**config.mk**
```make
export PLATFORM = sky130hd
export DESIGN_NAME = vga_timing_gen
export DESIGN_NICKNAME = d
export VERILOG_FILES = /design/src/rtl/vga_timing_gen.sv
export SDC_FILE = /design/constraint.sdc
export NUM_CORES = 1
export LEC_CHECK = 0
export ABC_AREA = 1
export BUFFER_PORTS_ARGS = -buffer_cell sky130_fd_sc_hd__buf_2
export CAP_MARGIN = 30
export CORE_MARGIN = 3
export CORE_UTILIZATION = 41
export DETAILED_ROUTE_END_ITERATION = 10
export HOLD_SLACK_MARGIN = 0.08
export PLACE_DENSITY = 0.74
export SLEW_MARGIN = 20
export SYNTH_ARGS = -nofsm -noshare
export SYNTH_HDL_FRONTEND = slang
export SYNTH_SLANG_ARGS = --single-unit
```
**constraint.sdc**
```tcl
create_clock -name clk -period 2.2 [get_ports clk]
set_input_delay 0.33 -clock clk [delete_from_list [all_inputs] [get_ports clk]]
set_output_delay 0.33 -clock clk [all_outputs]
set_load 0.01 [all_outputs]
```
**src/rtl/vga_timing_gen.sv**
```systemverilog
// VGA raster timing generator: pixel/line counters, registered sync/blanking decode,
// line/frame strobes, a frame counter with sticky wrap flag and an optional sync delay pipe.
module vga_timing_gen #(
    parameter int H_DISPLAY  = 640,
    parameter int H_FRONT    = 16,
    parameter int H_SYNC     = 96,
    parameter int H_BACK     = 48,
    parameter int V_DISPLAY  = 480,
    parameter int V_FRONT    = 10,
    parameter int V_SYNC     = 2,
    parameter int V_BACK     = 33,
    parameter int SYNC_POL   = 0,
    parameter int SYNC_DELAY = 0
) (
    input  logic       clk,
    input  logic       rst_n,
    output logic [9:0] hpos,
    output logic [9:0] vpos,
    output logic       display_on,
    output logic       hsync,
    output logic       vsync,
    output logic       line_start,
    output logic       frame_start,
    output logic [9:0] frame,
    output logic       frame_wrap,
    output logic       hsync_d,
    output logic       vsync_d,
    output logic       display_on_d
);

    localparam int H_TOTAL = H_DISPLAY + H_FRONT + H_SYNC + H_BACK;
    localparam int V_TOTAL = V_DISPLAY + V_FRONT + V_SYNC + V_BACK;

    localparam logic [9:0] H_LAST     = 10'(H_TOTAL - 1);
    localparam logic [9:0] V_LAST     = 10'(V_TOTAL - 1);
    localparam logic [9:0] H_VIS      = 10'(H_DISPLAY);
    localparam logic [9:0] V_VIS      = 10'(V_DISPLAY);
    localparam logic [9:0] HS_FIRST   = 10'(H_DISPLAY + H_FRONT);
    localparam logic [9:0] HS_LAST    = 10'(H_DISPLAY + H_FRONT + H_SYNC - 1);
    localparam logic [9:0] VS_FIRST   = 10'(V_DISPLAY + V_FRONT);
    localparam logic [9:0] VS_LAST    = 10'(V_DISPLAY + V_FRONT + V_SYNC - 1);
    localparam logic [9:0] V_PRE_SYNC = 10'(V_DISPLAY + V_FRONT - 1);
    localparam logic       SYNC_ACT   = (SYNC_POL != 0);

    logic [9:0] hpos_q, hpos_d;
    logic [9:0] vpos_q, vpos_d;
    logic [9:0] frame_q, frame_d;
    logic       frame_wrap_q, frame_wrap_d;
    logic       de_q, de_d;
    logic       hs_q, hs_d;
    logic       vs_q, vs_d;
    logic       line_start_q, line_start_d;
    logic       frame_start_q, frame_start_d;
    logic       h_wrap;
    logic       frame_inc;

    assign h_wrap    = (hpos_q == H_LAST);
    assign frame_inc = h_wrap && (vpos_q == V_PRE_SYNC);

    // Decode is taken from the next counter values so every flag lands in the
    // same cycle as the hpos/vpos it describes.
    always_comb begin
        // NOTE: every always_comb output gets a default first, so no path can infer a latch.
        hpos_d = h_wrap ? 10'd0 : hpos_q + 10'd1;
        vpos_d = vpos_q;
        if (h_wrap) begin
            vpos_d = (vpos_q == V_LAST) ? 10'd0 : vpos_q + 10'd1;
        end

        frame_d      = frame_inc ? frame_q + 10'd1 : frame_q;
        frame_wrap_d = frame_wrap_q | (frame_inc && (frame_q == 10'h3FF));

        de_d          = (hpos_d < H_VIS) && (vpos_d < V_VIS);
        hs_d          = ((hpos_d >= HS_FIRST) && (hpos_d <= HS_LAST)) ? SYNC_ACT : ~SYNC_ACT;
        vs_d          = ((vpos_d >= VS_FIRST) && (vpos_d <= VS_LAST)) ? SYNC_ACT : ~SYNC_ACT;
        line_start_d  = (hpos_d == 10'd0);
        frame_start_d = (hpos_d == 10'd0) && (vpos_d == 10'd0);
    end

    always_ff @(posedge clk or negedge rst_n) begin
        if (!rst_n) begin
            hpos_q        <= '0;
            vpos_q        <= '0;
            frame_q       <= '0;
            frame_wrap_q  <= 1'b0;
            de_q          <= 1'b1;
            hs_q          <= ~SYNC_ACT;
            vs_q          <= ~SYNC_ACT;
            line_start_q  <= 1'b0;
            frame_start_q <= 1'b0;
        end else begin
            // NOTE: sequential state uses non-blocking assignments so all registers update together.
            hpos_q        <= hpos_d;
            vpos_q        <= vpos_d;
            frame_q       <= frame_d;
            frame_wrap_q  <= frame_wrap_d;
            de_q          <= de_d;
            hs_q          <= hs_d;
            vs_q          <= vs_d;
            line_start_q  <= line_start_d;
            frame_start_q <= frame_start_d;
        end
    end

    assign hpos        = hpos_q;
    assign vpos        = vpos_q;
    assign display_on  = de_q;
    assign hsync       = hs_q;
    assign vsync       = vs_q;
    assign line_start  = line_start_q;
    assign frame_start = frame_start_q;
    assign frame       = frame_q;
    assign frame_wrap  = frame_wrap_q;

    generate
        if (SYNC_DELAY == 0) begin : g_no_delay
            assign hsync_d      = hs_q;
            assign vsync_d      = vs_q;
            assign display_on_d = de_q;
        end else begin : g_delay
            logic [SYNC_DELAY-1:0] hs_pipe_q;
            logic [SYNC_DELAY-1:0] vs_pipe_q;
            logic [SYNC_DELAY-1:0] de_pipe_q;

            // Stages reset to blanked/inactive so nothing visible leaks out before the pipe fills.
            always_ff @(posedge clk or negedge rst_n) begin
                if (!rst_n) begin
                    hs_pipe_q <= {SYNC_DELAY{~SYNC_ACT}};
                    vs_pipe_q <= {SYNC_DELAY{~SYNC_ACT}};
                    de_pipe_q <= '0;
                end else begin
                    hs_pipe_q[0] <= hs_q;
                    vs_pipe_q[0] <= vs_q;
                    de_pipe_q[0] <= de_q;
                    for (int i = 1; i < SYNC_DELAY; i++) begin
                        hs_pipe_q[i] <= hs_pipe_q[i-1];
                        vs_pipe_q[i] <= vs_pipe_q[i-1];
                        de_pipe_q[i] <= de_pipe_q[i-1];
                    end
                end
            end

            assign hsync_d      = hs_pipe_q[SYNC_DELAY-1];
            assign vsync_d      = vs_pipe_q[SYNC_DELAY-1];
            assign display_on_d = de_pipe_q[SYNC_DELAY-1];
        end
    endgenerate

endmodule
```
==> results summary, run 1 <==
The worst-case setup margin in the final layout is 0.411 ns. The count of final max-slew check failures came to 0. The total half-perimeter wirelength after legalization and detailed placement is 3430 um. The clock period minus final worst setup slack is 1.79 ns. The effective utilization at floorplan came out at 0.430. In this run, CTS created clock tree buffers numbering 5.

The worst-case clock buffer depth is 2. For this design the static power due to leakage is 1.42 nW. The total number of clock tree sinks came out at 36. The power consumption is 1.26 mW. Setup repair after global routing left no endpoint under its margin. The critical path in this run is classified as reg2reg.

The hold buffer count at cts is 0. The synthesized instance count came out at 268. The sequential cell fraction of total power came out at 0.527. The net switching power of the design came out at 259 uW. The pin count of the biggest net entering global routing is 37. The library cell occupying the most area in the post-synthesis netlist is sky130_fd_sc_hd__dfrtp_1. The average instance area after synthesis came out at 7.74 sq um. The I/O pin count is 41. The weighted congestion reported at the end of routability-driven placement is 0.897.

The top cell types in the final layout, fill and taps aside, are 77 x sky130_fd_sc_hd__nand2_1, 40 x sky130_fd_sc_hd__buf_2, 37 x sky130_fd_sc_hd__inv_1. The latest clock arrival within the worst-skew pair is 0.30 ns. In this run the vertical extent of the chip is 77.1 um. The max-cap check violation count came out at 0. Wires add up to 4520 um. The post-route DRC violation count is 0.

The number of synthesis warnings is 0. The internal power contribution is 997 uW. The path class of the tightest hold or removal check is in2async. In this run the number of H-tree levels came out at 2. The detailed router's first-iteration violation count is 96. The cell area after technology mapping is 0.00207 sq mm. The number of synthesized register bits came out at 36. The required time at the worst-slack endpoint is 2.42 ns. The combinational group share of total power came out at 0.010.

Of the post-synthesis cell area, the dominant cell type holds 0.398. After routing the design area is 0.00244 sq mm. The die area came out at 0.00595 sq mm.

The area growth from synthesis to final layout is 17.8%. The overall fraction of global-route tracks in use came out at 0.162. In this run the core area contains 25 standard-cell rows.

The type of element launching the critical path is a flop. The average vias per placed instance came out at 4.81. The highest clock rate came out at 559 MHz.

The via count of the first global-routing pass is 1722. The count of nets left with antenna violations after detail routing is 0. Once layout is complete, the utilization of the core stands at 0.507. The fraction of layout instances using a drive strength above 1 is 0.227. The switching power as a share of total power is 0.206. The synthesized netlist net count came out at 276. The first global-routing pass estimated 7760 um of wire. The most instantiated flip-flop cell in the synthesis netlist is sky130_fd_sc_hd__dfrtp_1. The number of gates resized after CTS was 0. In the post-synthesis netlist, the biggest area contributors are sky130_fd_sc_hd__dfrtp_1 40%, sky130_fd_sc_hd__nand2_1 14%, sky130_fd_sc_hd__inv_1 6.7%, sky130_fd_sc_hd__nor2_1 6.2%, sky130_fd_sc_hd__nand4_1 4.5%.

The share of total power in the clock network is 0.463. The count of port buffers added during placement came out at 40. The mean routed wirelength per cell came out at 11.9 um. The final setup TNS came out at 0 ns. The clock transition time at the flip-flop clock pins of the worst setup and hold paths is 0.08 ns. The share of the cycle needed by the critical path after routing came out at 0.813. The final net count came out at 320. The final-report hold violation count came to 0. The count of final setup violators is 0. The core box area is 0.00482 sq mm. The chip width came out at 77.1 um. The actual slew at the worst max-slew pin came out at 0.792 ns. The total grt overflow is 0.

The area after detailed placement came out at 0.00233 sq mm. Along the worst path, the maximum fanout reaches 10. Data arrives at the worst endpoint at 2.01 ns. The sequential share of the synthesized area is 0.436. The worst-case headroom to the max-slew limit came out at 0.472. Counting flops with a built-in enable in the synthesized netlist gives 0. TritonCTS built the clock tree. The initial antenna violation count came out at 0. The commonest non-fill, non-tap cell in the layout is sky130_fd_sc_hd__nand2_1. The flow ran to the end, and the final reports show no timing, DRC or antenna violations.

The setup fix buffers added after clock tree synthesis is 0. For the final database, setup skew stands at 0.0104 ns. The first-pass iteration count of the detailed router is 6.

The antenna diode instance count came out at 0. The count of different cell masters after synthesis is 29. The maximum VDD drop is 247 uV. The proportion of register bits with asynchronous set or reset after synthesis is 1.00. The via count is 1828. Dividing total power by cell area gives a power density of 514 mW/mm^2. The worst setup path is captured at a flop. The root buffer cell chosen for the clock tree is sky130_fd_sc_hd__clkbuf_8. The pre-CTS setup slack came out at 0.405 ns.
==> metrics by stage <==
step	hold WS (ns)	std cells
6_report	0.118	380
5_1_grt	0.194	380
4_1_cts	0.144	380
3_5_place_dp	0.457	372
3_3_place_gp	0.453	372
2_1_floorplan	0.0344	268
==> layout make-up <==
type / count / area (sq um)
fillers: 505 / 2370
multi-input cells: 184 / 966
flip-flops and latches: 36 / 905
repair buffers: 42 / 215
inverters: 43 / 161
well taps: 67 / 83.8
clock buffers: 5 / 68.8
clock inverters: 3 / 42.5
==> worst paths after layout <==
path / from / endpoint / slack [ns] / cells after the start
max in group asynchronous: rst_n / vpos[6] / 1.58 / 1
min reg2reg: frame_wrap / frame_wrap / 0.47 / 1
min in group clk: frame_wrap / frame_wrap / 0.47 / 1
max reg2reg: hpos[0] / vsync / 0.41 / 10
min: rst_n / vpos[3] / 0.12 / 1
max: hpos[0] / vsync / 0.41 / 10
==> cell families (layout without fill, tap and decap cells) <==
kind of cell             after synthesis  after routing  share of synthesized area
XOR/XNOR                              10             10                     0.0422
buffers and inverters                 48             93                     0.0978
AO/OA/AOI/OAI                          9              9                     0.0259
flip-flops                            36             36                      0.436
AND/OR/NAND/NOR                      159            159                      0.362
adder cells (fa/ha/maj)                6              6                     0.0362
==> Yosys cell counts (3+ instances only) <==
library cell	n
sky130_fd_sc_hd__nand2_1	77
sky130_fd_sc_hd__inv_1	37
sky130_fd_sc_hd__nor2_1	34
sky130_fd_sc_hd__dfrtp_1	33
sky130_fd_sc_hd__nand3_1	17
sky130_fd_sc_hd__nand4_1	15
sky130_fd_sc_hd__ha_1	6
sky130_fd_sc_hd__xnor2_1	6
sky130_fd_sc_hd__inv_2	5
sky130_fd_sc_hd__o21ai_0	5
sky130_fd_sc_hd__buf_4	4
sky130_fd_sc_hd__xor2_1	4
sky130_fd_sc_hd__dfstp_2	3
sky130_fd_sc_hd__nor2_2	3
==> power groups by stage <==
stage	sequential [mW]	clock, mW	combinational (mW)
after floorplan	0.674	0	0.000000707
after global placement	0.674	0	0.0141
after detailed placement	0.674	0	0.0144
after CTS	0.661	0.593	0.0141
after global routing	0.661	0.622	0.0163
final	0.662	0.582	0.0129
==> critical path: stages, from the launching register on <==
cell	delay, ns
sky130_fd_sc_hd__dfrtp_1	0.41
sky130_fd_sc_hd__ha_1	0.20
sky130_fd_sc_hd__nand2_2	0.11
sky130_fd_sc_hd__nor2_8	0.16
sky130_fd_sc_hd__inv_2	0.08
sky130_fd_sc_hd__nor2_8	0.18
sky130_fd_sc_hd__nand4_1	0.11
sky130_fd_sc_hd__nand2_1	0.13
sky130_fd_sc_hd__nand3_1	0.11
sky130_fd_sc_hd__nor2_1	0.14
sky130_fd_sc_hd__nand3_1	0.09
==> layer usage <==
layer  GRT usage  up-vias  part of all wire
met5           0        -                 0
met4      0.0641        0             0.011
met3      0.0305        6             0.056
met2       0.279       59              0.49
met1       0.201      840              0.44
li1            -      923                 -
(Power assumes the default switching activity.)
==> inputs of run 2 (changes only) <==
- PLACE_DENSITY: 0.74 -> 0.77
- clock period: 2.2 -> 1.54 ns (I/O delays scaled with it)
==> results summary, run 2 (synthesis results as in run 1) <==
The total half-perimeter wirelength after legalization and detailed placement came out at 4010 um. The total number of clock tree sinks came out at 36. The pin count of the biggest net entering global routing came out at 37.

The initial antenna violation count came out at 0. In this run the static leakage power is 1.68 nW. Dividing the detail-routed wire length by the instance count gives 13.1 um.

The critical register-to-register path startpoint is vpos[0]. The switching power as a share of total power came out at 0.198. In the global route stage, overall resource usage came out at 0.186.

The final net count is 368. The post-route DRC violation count is 0. After the flow finishes, the layout carries non-filler instances totaling 428. The highest cell delay on the worst timing path came out at 0.35 ns. After layout, the worst setup slack is -0.142 ns.

The clock transition time at the flip-flop clock pins of the worst setup and hold paths came out at 0.07 ns. Total power for the finished layout comes to 1.78 mW. The fraction of layout instances using a drive strength above 1 came out at 0.377. OpenSTA, run right after detailed placement, puts the worst setup slack at -0.154 ns. For hold timing, the worst endpoint is frame_wrap. The sequential cell fraction of total power came out at 0.530. The worst setup path is captured at a flop. CTS placed an instance of sky130_fd_sc_hd__clkbuf_8 at the clock tree root.

Dividing the final minimum period by the clock period gives 1.09. In this run the most critical hold path is launched from frame_wrap. The detailed router's first-iteration violation count came out at 135. The sum of routed wire segments on met1 is 2280 um. The count of H-tree levels built during CTS is 2. The via count of the first global-routing pass is 2013.

The core box area is 0.00482 sq mm. Walking the worst path, the cells encountered are buf_4 -> ha_2 -> nand4_1 -> inv_2 -> nand3_1 -> nand2_2 -> clkinv_1 -> nand3_1 -> nor2_1 -> nor2_1. The die area is 0.00595 sq mm. In the detailed route, the total length drawn on met3 is 357 um. The cell with the largest stage delay on the worst path is sky130_fd_sc_hd__dfrtp_1.

The worst-case headroom to the max-slew limit came out at 0.687. The combinational group share of total power is 0.013. The max-cap check violation count came out at 0. The worst path in the final design needs a cycle of 1.68 ns, including I/O delays and setup. Summed over all nets, the switching power comes to 353 uW.

The weighted congestion reported at the end of routability-driven placement is 0.936. The maximum VDD drop came out at 361 uV. The count of final setup violators is 12. The number of buffers created by CTS is 5. The area after detailed placement is 0.00265 sq mm. The antenna diode instance count came out at 0. The run finished, with violations left. The number of cells traversed by the worst register-to-register path came out at 10. The chip width came out at 77.1 um.

The floorplan has 25 rows. The total grt overflow is 0. The checks that failed: negative setup slack. The count of port buffers added during placement is 40. The worst-case clock buffer depth came out at 2. The met2 wire length came out at 2840 um. The internal power contribution came out at 1.43 mW. The highest clock rate is 594 MHz. The final-report hold violation count is 0. The overall die height is 77.1 um.

The reg-to-reg setup timing slack is -0.14 ns. For this configuration, the core starts out at a cell density of 0.430. The via count is 2118. Pin placement for this block handled 41 I/O pins. The smallest hold slack came out at 0.469 ns. The top cell types in the final layout, fill and taps aside, are 70 x sky130_fd_sc_hd__nand2_1, 46 x sky130_fd_sc_hd__buf_4, 40 x sky130_fd_sc_hd__buf_2. At the end of the flow the core is filled with cells to 0.604. The first TritonRoute pass finished after 4 iterations.

The count of final max-slew check failures came out at 0. The worst hold path belongs to the class reg2reg. The signal arrival time at the worst endpoint is 1.91 ns. The share of total power in the clock network is 0.457.

Data on the critical path is required at its endpoint by 1.76 ns. The top layer used by detailed routing is met4. The total of fill cells in the finished design is 461. By startpoint and endpoint, the worst setup path is classified as reg2reg.

The actual slew at the worst max-slew pin came out at 0.469 ns. The later pin in the worst-skew pair is clocked with a latency of 0.29 ns. In this run the critical register-to-register path is captured at display_on. After detailed placement, the design holds a cell count of 413.

The type of element launching the critical path is a flop. The commonest non-fill, non-tap cell in the layout is sky130_fd_sc_hd__nand2_1. The worst setup skew after layout came out at 0.00441 ns.

In this design, the largest share of critical-path delay is due to simple AND/OR/NAND/NOR gates. Dividing the detail-routed via count by the number of cells gives 4.95. The wire length of the first global-routing pass is 8870 um.

Summed over all layers, the routed wires come to 5600 um. The count of nets left with antenna violations after detail routing is 0. Along the worst hold path, the cell count comes to 1. The power per unit of standard cell area is 613 mW/mm^2.

TritonCTS built the clock tree. From synthesis to final layout, the design area changed by 40.3%. The area of all placed cells without fillers came out at 0.00291 sq mm.

The worst-path maximum fanout came out at 7. After routing, the total negative slack on setup checks comes to -1.04 ns. Setup repair after global routing could not meet its margin everywhere. The critical path buffer and inverter count is 3.
-- run 2: cell count changes in the layout (fill, tap and decap cells not counted), moves of 3 or more --
cell	delta
sky130_fd_sc_hd__nor2_1	-3
sky130_fd_sc_hd__nand2_1	-7
sky130_fd_sc_hd__nand2_2	+6
sky130_fd_sc_hd__ha_1	-3
sky130_fd_sc_hd__buf_4	+44
-- run 2: area by class of cell --
class / instances / area, sq um / share of cell area
Timing Repair Buffer: 89 / 596 / 0.205
Clock buffer: 6 / 72.6 / 0.0250
Tap cell: 67 / 83.8 / 0.0288
Sequential cell: 36 / 905 / 0.311
Inverter: 43 / 161 / 0.0555
Multi-Input combinational cell: 185 / 1050 / 0.363
Clock inverter: 2 / 35.0 / 0.0120
-- run 2: what timing repair did --
item	CTS	global route
hold endpoints to repair	33	0
gates resized for setup	6	18
cloned	1	1
setup endpoints to repair	12	18
buffers inserted	2	2
hold buffers	1	0
pin swaps	3	7
-- run 2: power by group through the flow --
stage	combinational [mW]	clock (mW)	sequential, mW
floorplan	0.000000722	0	0.964
global placement	0.0217	0	0.963
detailed placement	0.0222	0	0.963
CTS	0.0246	0.834	0.945
global route	0.0270	0.883	0.945
finish	0.0229	0.815	0.945
-- run 2: per-layer routing --
metal / track usage / up-vias
li1: - / 1022
met3: 0.0317 / 17
met5: 0 / -
met2: 0.322 / 91
met1: 0.232 / 988
met4: 0.0694 / 0
-- run 2: worst max-delay path by stage --
| stage | from | to | slack, ns | cells after the start |
|---|---|---|---|---|
| after floorplan | hpos[0] | frame_start | -0.08 | 12 |
| after global placement | hpos[1] | vsync | -0.13 | 11 |
| after detailed placement | hpos[1] | vsync | -0.15 | 10 |
| after CTS | hpos[0] | display_on | -0.12 | 12 |
| after global routing | vpos[0] | display_on | -0.25 | 10 |
| final | vpos[0] | display_on | -0.14 | 10 |
==> inputs of run 3 (changes only) <==
- REMOVE_ABC_BUFFERS: unset -> 1
==> results summary, run 3 (synthesis results as in run 1) <==
The flow ran to the end, but the final reports show violations. The checks that failed: negative setup slack. Setup repair after global routing could not meet its margin everywhere. The final-report hold violation count came to 0. The actual slew at the worst max-slew pin came out at 0.460 ns.

The clock drives 36 sinks. Setup slack on the worst reg-to-reg path comes out at -0.20 ns. The startpoint identified for the worst hold timing path is frame_wrap. After detailed routing, the average wire length per cell comes to 13.2 um. Summed over all cells, the static leakage comes to 1.69 nW. The commonest non-fill, non-tap cell in the layout is sky130_fd_sc_hd__nand2_1. The critical path buffer and inverter count is 2.

The share of the cycle needed by the critical path after routing came out at 1.13. Grouping stages by cell kind, the critical path spends the most delay in simple AND/OR/NAND/NOR gates. The worst hold path endpoint is frame_wrap. STA classifies the critical path endpoint as a flop. Power spread over the standard cell area amounts to 549 mW/mm^2. For met2 alone, demand over resource in global routing was 0.332. The count of H-tree levels built during CTS is 2. The number of antenna diodes in the final layout is 0. The I/O pin count came out at 41. The signal arrival time at the worst endpoint is 1.95 ns. The count of port buffers added during placement is 40. The highest clock rate is 575 MHz. The count of final max-slew check failures is 0. Hold is met by 0.464 ns. Leaving out fill and tap cells, the most frequent cells in the layout are 62 x sky130_fd_sc_hd__nand2_1, 45 x sky130_fd_sc_hd__buf_4, 40 x sky130_fd_sc_hd__buf_2.

The detailed router's first-iteration violation count came out at 83. The met1 demand-to-capacity share in global routing is 0.240. The number of cells traversed by the worst register-to-register path is 11.

The worst-case headroom to the max-slew limit is 0.693. Counting the fill cells in the layout gives 433. The worst setup skew after layout is 0.00660 ns.

For this run, the slowest stage of the critical path takes 0.36 ns. Before antenna repair, the detailed router went through 4 iterations. The core box area came out at 0.00482 sq mm. The routed design could run at a clock period as short as 1.74 ns.

In the final layout, the share of cells above drive strength 1 is 0.429. The worst-case clock buffer depth is 2. In the global route stage, met3 resource usage came out at 0.0364. The area growth from synthesis to final layout came out at 43.0%.

Among all stages on the critical path, the largest delay is contributed by sky130_fd_sc_hd__dfrtp_1. The die area came out at 0.00595 sq mm. The signal on the critical path passes through ha_2 -> nand2_4 -> nor2_8 -> nand3_4 -> buf_12 -> nor2_1 -> nor2_2 -> inv_1 -> nand3_2 -> nor2_2 -> nand3_1.

The floorplan step set the die height to 77.1 um. The worst-path maximum fanout is 6. The clock transition time at the flip-flop clock pins of the worst setup and hold paths came out at 0.07 ns.

The global routing stage identified its most utilized layer as met2. The count of nets left with antenna violations after detail routing is 0. The average vias per placed instance is 4.84. The detailed router placed 2084 vias in this run. For the worst-skew pair, the clock arrives at the later sink with an insertion delay of 0.29 ns.

The count of non-filler cells in the finished layout came out at 431. The number of cells traversed by the worst hold path is 1. The placement row count is 25. Including well taps, the total number of placed cells is 416. The effective utilization at floorplan is 0.430. The final net count came out at 371. The count of final setup violators is 15. The CTS tree is yes. The number of buffers created by CTS came out at 5. The first global-routing pass estimated 9110 um of wire.

From left edge to right edge, the die measures 77.1 um. The total half-perimeter wirelength after legalization and detailed placement is 4010 um. The pin count of the biggest net entering global routing is 37. The destination of the worst register-to-register timing path is vsync. The root buffer cell chosen for the clock tree is sky130_fd_sc_hd__clkbuf_8.

The post-route DRC violation count came out at 0. Summed over all layers, the routed wires come to 5690 um. The overall fraction of global-route tracks in use came out at 0.190.

The tool flagged a number of max-cap violations equal to 0. The via count of the first global-routing pass is 2005. The startpoint identified for the worst register-to-register timing path is hpos[1]. The utilization after layout came out at 0.615. In this run the worst hold path is classified as reg2reg. The initial antenna violation count was 0. The total grt overflow is 0. The worst setup path is of the reg2reg kind. The required time at the worst-slack endpoint came out at 1.75 ns.

Across the VDD grid, the largest voltage drop is 529 uV. The weighted congestion reported at the end of routability-driven placement came out at 0.921. The type of element launching the critical path is a flop. The dominant cell type by count on the critical path is sky130_fd_sc_hd__nor2_2. The power consumption came out at 1.63 mW. The worst-case setup margin in the final layout is -0.199 ns.
## run 3: layout make-up
type / count / area [sq um] / area share
Clock buffer: 7 / 76.3 / 0.0257
Clock inverter: 1 / 5.00 / 0.00169
Inverter: 43 / 161 / 0.0545
Multi-Input combinational cell: 185 / 1090 / 0.369
Sequential cell: 36 / 905 / 0.305
Tap cell: 67 / 83.8 / 0.0283
Timing Repair Buffer: 92 / 638 / 0.215
## run 3: metrics by stage
step                      area [sq um]  TNS [ns]  setup WS (ns)
after CTS                         2820     -1.03         -0.145
after global placement            2670    -0.743         -0.131
after global routing              2960     -3.29         -0.304
final                             2960     -1.54         -0.199
after floorplan                   2030     -3.55         -0.452
after detailed placement          2670     -1.24         -0.181
## run 3: metal layers
| metal | routed length, um | vias up |
|---|---|---|
| met1 | 2420 | 983 |
| met5 | 0 | - |
| met4 | 68 | 0 |
| met3 | 292 | 8 |
| met2 | 2910 | 66 |
| li1 | - | 1027 |
## run 3: worst max-delay path by stage
stage	startpoint	to	slack [ns]	depth (start not counted)
detailed placement	hpos[1]	vsync	-0.18	10
finish	hpos[1]	vsync	-0.20	11
floorplan	hpos[0]	frame[9]	-0.45	8
CTS	hpos[1]	vsync	-0.15	11
global route	vpos[0]	frame_start	-0.30	12
global placement	hpos[0]	vsync	-0.13	11
## run 3: worst reg2reg max path, cell delays in order (launching register included)
cell                      delay, ns
sky130_fd_sc_hd__dfrtp_1       0.36
sky130_fd_sc_hd__ha_2          0.21
sky130_fd_sc_hd__nand2_4       0.08
sky130_fd_sc_hd__nor2_8        0.15
sky130_fd_sc_hd__nand3_4       0.13
sky130_fd_sc_hd__buf_12        0.17
sky130_fd_sc_hd__nor2_1        0.14
sky130_fd_sc_hd__nor2_2        0.07
sky130_fd_sc_hd__inv_1         0.08
sky130_fd_sc_hd__nand3_2       0.08
sky130_fd_sc_hd__nor2_2        0.11
sky130_fd_sc_hd__nand3_1       0.09
## run 3: repair_timing
action	CTS	global route
setup buffers	2	3
pin swaps	8	28
endpoints found under the hold margin	33	0
cloned	1	1
endpoints found under the setup margin	17	23
gates resized for setup	12	36
hold buffers	1	0
## run 3: where the power goes
group / switching, mW / total [mW] / internal, mW
Clock: 0.342 / 0.660 / 0.318
Sequential: 0 / 0.945 / 0.945
Combinational: 0.0184 / 0.0226 / 0.00421
Total: 0.360 / 1.63 / 1.27
